File: config.mk
export PLATFORM = sky130hd
export DESIGN_NAME = key_display_ctrl
export DESIGN_NICKNAME = d
export VERILOG_FILES = /design/src/rtl/key_display_pkg.sv /design/src/rtl/digit_mux_timer.sv /design/src/rtl/key_display_ctrl.sv
export SDC_FILE = /design/constraint.sdc
export NUM_CORES = 1
export LEC_CHECK = 0
export ABC_AREA = 1
export CORE_MARGIN = 4
export CORE_UTILIZATION = 45
export CTS_BUF_LIST = sky130_fd_sc_hd__clkbuf_8
export DETAILED_ROUTE_END_ITERATION = 10
export HOLD_SLACK_MARGIN = 0.02
export PLACE_DENSITY_LB_ADDON = 0.08
export SLEW_MARGIN = 0
export SYNTH_ARGS = -nofsm -noshare
export SYNTH_HDL_FRONTEND = slang
export SYNTH_HIERARCHICAL = 1
export SYNTH_SLANG_ARGS = --single-unit
File: constraint.sdc
create_clock -name clk -period 1.1 [get_ports clk]
set_clock_uncertainty 0.1 [all_clocks]
set_input_delay 0.22 -clock clk [delete_from_list [all_inputs] [get_ports clk]]
set_output_delay 0.22 -clock clk [all_outputs]
set_load 0.02 [all_outputs]
File: src/rtl/key_display_pkg.sv
// Shared types and default constants for the keypad-to-display controller.
// Contents:
//   key_state_t          - key acceptance FSM states (IDLE, HELD)
//   slot_t               - display multiplex slot (LEFT, RIGHT)
//   MUX_DIV_DEFAULT      - default clock cycles per digit slot
//   BLANK_CYCLES_DEFAULT - default guard cycles at the start of each slot
package key_display_pkg;

  typedef enum logic {
    IDLE = 1'b0,
    HELD = 1'b1
  } key_state_t;

  typedef enum logic {
    LEFT  = 1'b0,
    RIGHT = 1'b1
  } slot_t;

  localparam int unsigned MUX_DIV_DEFAULT      = 1000;
  localparam int unsigned BLANK_CYCLES_DEFAULT = 2;

endpackage

File: src/rtl/digit_mux_timer.sv
// Digit multiplex timer: slot counter plus active-low anode enables.
// Optional macro ANODE_BLANK_EN turns both anodes off for the first
// BLANK_CYCLES cycles of every slot; without it BLANK_CYCLES has no effect.
// Ports:
//   clk       in   system clock
//   reset     in   asynchronous active-low reset
//   slot      out  currently displayed slot (LEFT/RIGHT), registered
//   anode1_en out  left-digit enable, active-low, combinational
//   anode2_en out  right-digit enable, active-low, combinational
module digit_mux_timer
  import key_display_pkg::*;
#(
  parameter int unsigned MUX_DIV      = MUX_DIV_DEFAULT,
  parameter int unsigned BLANK_CYCLES = BLANK_CYCLES_DEFAULT
) (
  input  logic  clk,
  input  logic  reset,
  output slot_t slot,
  output logic  anode1_en,
  output logic  anode2_en
);

  localparam int unsigned CNT_W = $clog2(MUX_DIV);

  logic [CNT_W-1:0] cnt;
  logic             blank_c;

  if (MUX_DIV < 2) begin : g_bad_mux_div
    $error("digit_mux_timer: MUX_DIV must be at least 2");
  end

  // Slot counter; slot flips on the wrap edge.
  always_ff @(posedge clk or negedge reset) begin
    if (!reset) begin
      cnt  <= '0;
      slot <= LEFT;
    end else if (cnt == CNT_W'(MUX_DIV - 1)) begin
      cnt  <= '0;
      slot <= (slot == LEFT) ? RIGHT : LEFT;
    end else begin
      cnt  <= cnt + CNT_W'(1);
    end
  end

`ifdef ANODE_BLANK_EN
  if (BLANK_CYCLES < 1 || BLANK_CYCLES >= MUX_DIV) begin : g_bad_blank
    $error("digit_mux_timer: BLANK_CYCLES must be in 1..MUX_DIV-1");
  end

  // Guard window hides the sshow transition at the start of each slot.
  assign blank_c = (32'(cnt) < BLANK_CYCLES);
`else
  if (BLANK_CYCLES == 0) begin : g_blank_unused
  end

  assign blank_c = 1'b0;
`endif

  // Active slot's anode low unless blanked; inactive anode always high.
  always_comb begin
    anode1_en = 1'b1;
    anode2_en = 1'b1;
    if (!blank_c) begin
      if (slot == LEFT) anode1_en = 1'b0;
      else              anode2_en = 1'b0;
    end
  end

endmodule

File: src/rtl/key_display_ctrl.sv
// Keypad-to-display controller: accepts one key code per press into a
// two-digit shift history and multiplexes the shared seven-segment decoder.
// Optional macro ANODE_BLANK_EN enables per-slot anode blanking.
// Ports:
//   clk          in   system clock
//   reset        in   asynchronous active-low reset
//   key_valid    in   debounced key-held level
//   key_code     in   hex code of held key
//   key_accepted out  one-cycle pulse when a code is latched
//   digit_left   out  older digit
//   digit_right  out  newest digit
//   sshow        out  digit routed to the decoder (combinational)
//   anode1_en    out  left anode enable, active-low (combinational)
//   anode2_en    out  right anode enable, active-low (combinational)
module key_display_ctrl
  import key_display_pkg::*;
#(
  parameter int unsigned MUX_DIV      = MUX_DIV_DEFAULT,
  parameter int unsigned BLANK_CYCLES = BLANK_CYCLES_DEFAULT
) (
  input  logic       clk,
  input  logic       reset,
  input  logic       key_valid,
  input  logic [3:0] key_code,
  output logic       key_accepted,
  output logic [3:0] digit_left,
  output logic [3:0] digit_right,
  output logic [3:0] sshow,
  output logic       anode1_en,
  output logic       anode2_en
);

  key_state_t state;
  key_state_t next_state;
  logic       accept_c;
  slot_t      slot;

  // Reset lands in HELD so a key held through reset must be re-pressed.
  always_ff @(posedge clk or negedge reset) begin
    if (!reset) state <= HELD;
    else        state <= next_state;
  end

  // Key FSM: accept once in IDLE, wait for release in HELD.
  always_comb begin
    next_state = state;
    accept_c   = 1'b0;
    case (state)
      IDLE: begin
        if (key_valid) begin
          accept_c   = 1'b1;
          next_state = HELD;
        end
      end
      HELD: begin
        if (!key_valid) next_state = IDLE;
      end
      default: next_state = HELD;
    endcase
  end

  // Digit history and accept pulse.
  always_ff @(posedge clk or negedge reset) begin
    if (!reset) begin
      digit_left   <= 4'h0;
      digit_right  <= 4'h0;
      key_accepted <= 1'b0;
    end else begin
      key_accepted <= accept_c;
      if (accept_c) begin
        digit_left  <= digit_right;
        digit_right <= key_code;
      end
    end
  end

  digit_mux_timer #(
    .MUX_DIV      (MUX_DIV),
    .BLANK_CYCLES (BLANK_CYCLES)
  ) u_timer (
    .clk       (clk),
    .reset     (reset),
    .slot      (slot),
    .anode1_en (anode1_en),
    .anode2_en (anode2_en)
  );

  assign sshow = (slot == LEFT) ? digit_left : digit_right;

endmodule

* Word-level counts from Yosys, hierarchy flattened
Cells that the tools add are included.
** Cells by class
- Add/sub/neg operators :: 1
- Multipliers :: 0
- Div/mod/pow operators :: 0
- Order comparisons :: 0
- Eq/ne operators :: 1
- Shifts and indexed selects :: 0
- Mux-type cells :: 6
- Bitwise gates (word level) :: 0
- Reduce and logical (&&, ||, !) cells :: 0
** Operator list (count)
- 10-bit by 1-bit adder with 10-bit output, second input constant :: 1
- 10-bit equality test, second input constant :: 1
- 10-bit 2-to-1 mux :: 1
- 1-bit 2-to-1 mux :: 4
- 4-bit 2-to-1 mux :: 1
** Word-level totals
- Bits in registers :: 21
- Latch bits :: 0
- Memory bits (writable) :: 0
- Memory bits (read-only) :: 0
- Bits of input ports :: 7
- Output and inout bits :: 15
- Word-level logic and storage cells :: 14
- Memories :: 0

* Longest topological paths before layout
- Depth after elaboration :: 2
- Depth in mapped cells :: 7
- Mapped depth without buffers :: 7

* Modules after synthesis
Netlist, hierarchy kept.
** Modules (own cells, without submodules)
- digit_mux_timer :: instances 1, cells each 75, area each 564.3 um^2, sequential area each 275.3 um^2
- key_display_ctrl :: instances 1, cells each 50, area each 447.9 um^2, sequential area each 251.5 um^2

* Worst setup path before layout
No wires, ideal clock.
- Kind :: reg-to-output
- Start point :: reg u_timer.slot
- End point :: out sshow[0]
- Data arrival time :: 1137 ps
- Required time :: 780 ps
- Slack :: -357 ps
- Cell stages (with the launch flop) :: 3
- Buffers on the path :: 1
- Cells stage by stage :: dfrtp_1 -> buf_4 -> o21ai_0
** On the way
- Word-level cells in the longest chain between the ends :: 1
** RTL lines
- start: declaration :: RTL line digit_mux_timer.sv:18 : output slot_t slot,
- start signal: assignment :: RTL line digit_mux_timer.sv:39 : slot <= (slot == LEFT) ? RIGHT : LEFT;
- 4-bit 2-to-1 mux :: RTL line key_display_ctrl.sv:88 : assign sshow = (slot == LEFT) ? digit_left : digit_right;
- end: declaration :: RTL line key_display_ctrl.sv:28 : output logic [3:0] sshow,
No other way between the ends.

* Worst setup path after layout
- Start point :: reg u_timer.slot
- End point :: out sshow[2]
The elaborated chain is that of the path after synthesis.

==> qor.tcl <==
set qor(crit_path_end_kind) {primary output}
set qor(synth_warnings) 6
set qor(layout.cells.most_common_list) {27 x sky130_fd_sc_hd__nand2_1, 27 x sky130_fd_sc_hd__buf_6, 27 x sky130_fd_sc_hd__buf_4}
set qor(finalCritPeriodShare) 1.36
set qor(post_synth_inst_count) 125
set qor(reg2reg_depth) 6
set qor(std_cell_rows) 16
set qor(final-hold-violation-count) 0
set qor(power.ir.vdd_worst_mv) 1.11
set qor(rsz0062_at_grt) {true}
set qor(final_max_slew_viol_count) 0
set qor(worstPathMaxFanout) 7
set qor(power.density_nw_per_um2) 1100
set qor(wire_per_inst_microns) 17.4
set qor(outcome) {finished with violations}
set qor(route.antenna.remaining_nets) 0
set qor(drt_iter0_markers) 39
set qor(hold_ws_ns) 0.195
set qor(die_h_microns) 55.4
set qor(worst_path_max_delay_cell) {sky130_fd_sc_hd__dfrtp_2}
set qor(max-slew-margin-rel) 0.837
set qor(antenna-diode-count) 0
set qor(ioPinCount) 22
set qor(track_usage) 0.186
set qor(required_ns) 0.78
set qor(design.core.area_sq_um) 2040
set qor(post_drt_via_cell_ratio) 5.31
set qor(period_minus_slack_ns) 1.49
set qor(syn_nets) 133
set qor(detail_route.wirelength_mm) 3.78
set qor(drc_errors) 0
set qor(critical_path_class) {reg2out}
set qor(maxClockFrequency_mhz) 670
set qor(netlist_area_sq_um) 1010
set qor(layout.cells.non_filler) 217
set qor(buffer_ports.inserted) 21
set qor(critPathTopFamily) {flip-flops}
set qor(numPlacedInstances) 199
set qor(placed_cell_area_sq_um) 1540
set qor(cts.path.max_buffers) 2
set qor(tightest_slew_ns) 0.244
set qor(firstDrtPassIters) 4
set qor(vias) 1153
set qor(timing.max_cap.violations) 0
set qor(tritoncts.num_buffers) 3
set qor(area_growth_synth_to_finish_pct) 81.3
set qor(stage_delay_of_the_slowest_cell_on_the_critical_path_ns) 0.49
set qor(postSynthRegisterBits) 21
set qor(register_to_register_setup_slack_ns) -0.28
set qor(synth_area_per_cell_sq_um) 8.10
set qor(timing.critical_path.depth) 3
set qor(timing.critical_path.from_type) {flip-flop}
set qor(grt_start_max_net_pins) 22
set qor(worst_setup_hold_path_clk_slew_ns) 0.08
set qor(total_leakage_power_nw) 0.995
set qor(cp_cell_sequence) {buf_12 -> o21ai_4 -> buf_6}
set qor(holdCritPathClass) {in2async}
set qor(critical_path.n_buffers_inverters) 2
set qor(post_synth_num_cell_types) 19
set qor(tritoncts) {done}
set qor(grt_first_pass_wirelength_mm) 4.61
set qor(grt.overflow.total) 0
set qor(cts-root-buf) {sky130_fd_sc_hd__clkbuf_8}
set qor(first_global_vias) 1050
set qor(cts_sink_cnt) 21
set qor(design_area_sq_um) 1840
set qor(final_layout_size_suffix_gt1_frac) 0.484
set qor(postLayoutSetupSlackWorst_ns) -0.393
set qor(start_util) 0.496
set qor(synth.yosys.seq_area_share) 0.520
set qor(total_nets_final) 199
set qor(dp_hpwl_mm) 1.81
set qor(initial_antenna_violation_count) 0
set qor(floorplan.die_area_sq_um) 3070
set qor(cts.htree.levels) 1
set qor(setup-violations-final) 27
set qor(chipWidth_microns) 55.4
set qor(routabilityCongestion) 0.760
set qor(insertion_delay_ns) 0.26
set qor(violations_in_the_final_reports) {negative setup slack}
set qor(crit_arrival_ns) 1.17
==> worst reg2reg max path: stages, from the launching register on <==
cell	delay [ns]
sky130_fd_sc_hd__dfrtp_1	0.42
sky130_fd_sc_hd__ha_4	0.18
sky130_fd_sc_hd__nand2_4	0.08
sky130_fd_sc_hd__nor2_4	0.15
sky130_fd_sc_hd__nand3_4	0.16
sky130_fd_sc_hd__nand2_2	0.12
sky130_fd_sc_hd__nand2_2	0.05
==> repair_timing <==
| item | CTS | global route |
|---|---|---|
| resized for setup | 106 | 21 |
| buffers inserted | 8 | 6 |
| endpoints found under the setup margin | 26 | 26 |
| pin swaps | 2 | 4 |
| hold buffers | 0 | 0 |
==> logic make-up after synthesis <==
family          after synthesis  synth area share
compound gates                8            0.0395
xor+xnor                      2            0.0173
fa+ha+maj                     1            0.0124
buf+inv                      21            0.0915
flops                        21             0.520
simple gates                 72             0.319
==> sequential cells by signal, indices dropped and copies added (netlist names) <==
register and flops:
digit_right 4, u_timer/cnt 10, key_accepted 1, state 1, digit_left 4, u_timer/slot 1
==> per-stage QoR <==
stage	TNS [ns]	utilization	total power, mW	worst slack, ns
2_1_floorplan	-0.805	-	1.07	-0.0651
3_3_place_gp	-8.13	0.752	1.33	-0.537
3_5_place_dp	-8.72	0.752	1.35	-0.552
4_1_cts	-4.47	0.843	1.95	-0.362
5_1_grt	-6.82	0.899	2.10	-0.435
6_report	-5.81	0.899	2.01	-0.393
==> synthesized netlist by cell type, drive strengths merged <==
master  number  area [sq um]
ha           1          12.5
a21oi        3          15.0
xor2         2          17.5
inv         19          73.8
nand4        1          6.26
dfstp        1          26.3
dfrtp       20           500
nand2       41           178
o21ai        5          25.0
nor2        17          68.8
nand3       13          70.1
buf          2          18.8
==> layout make-up <==
| type | instances | area, sq um |
|---|---|---|
| inverters | 19 | 76.3 |
| repair buffers | 63 | 627 |
| flip-flops and latches | 21 | 528 |
| clock buffers | 3 | 41.3 |
| well taps | 27 | 33.8 |
| clock inverters | 1 | 3.75 |
| multi-input cells | 83 | 526 |
| fillers | 89 | 206 |
==> path summary, 6_finish.rpt <==
check,from,end
setup / recovery,u_timer/slot$_DFFE_PN0N_,sshow[2]
hold / removal,reset,u_timer/cnt[4]$_DFF_PN0_
setup reg to reg,u_timer/cnt[1]$_DFF_PN0_,u_timer/slot$_DFFE_PN0N_
hold reg to reg,u_timer/cnt[0]$_DFF_PN0_,u_timer/cnt[1]$_DFF_PN0_
max in group asynchronous,reset,state$_DFF_PN1_
min in group clk,key_code[2],digit_right[2]$_DFFE_PN0P_
==> report_power, final <==
| group | total (mW) | switching (mW) | leakage (nW) | internal [mW] |
|---|---|---|---|---|
| clock network | 0.502 | 0.253 | 0.0269 | 0.249 |
| registers | 0.858 | 0.0393 | 0.261 | 0.819 |
| logic | 0.650 | 0.290 | 0.707 | 0.361 |
==> routing by layer <==
| layer | up-vias | share of wire | track usage | routed length (microns) |
|---|---|---|---|---|
| met4 | 0 | 0.039 | 0.0486 | 147 |
| li1 | 513 | - | - | - |
| met5 | - | 0 | 0 | 0 |
| met3 | 18 | 0.044 | 0.0326 | 168 |
| met1 | 567 | 0.38 | 0.217 | 1420 |
| met2 | 55 | 0.54 | 0.346 | 2050 |
(Power assumes the default switching activity.)
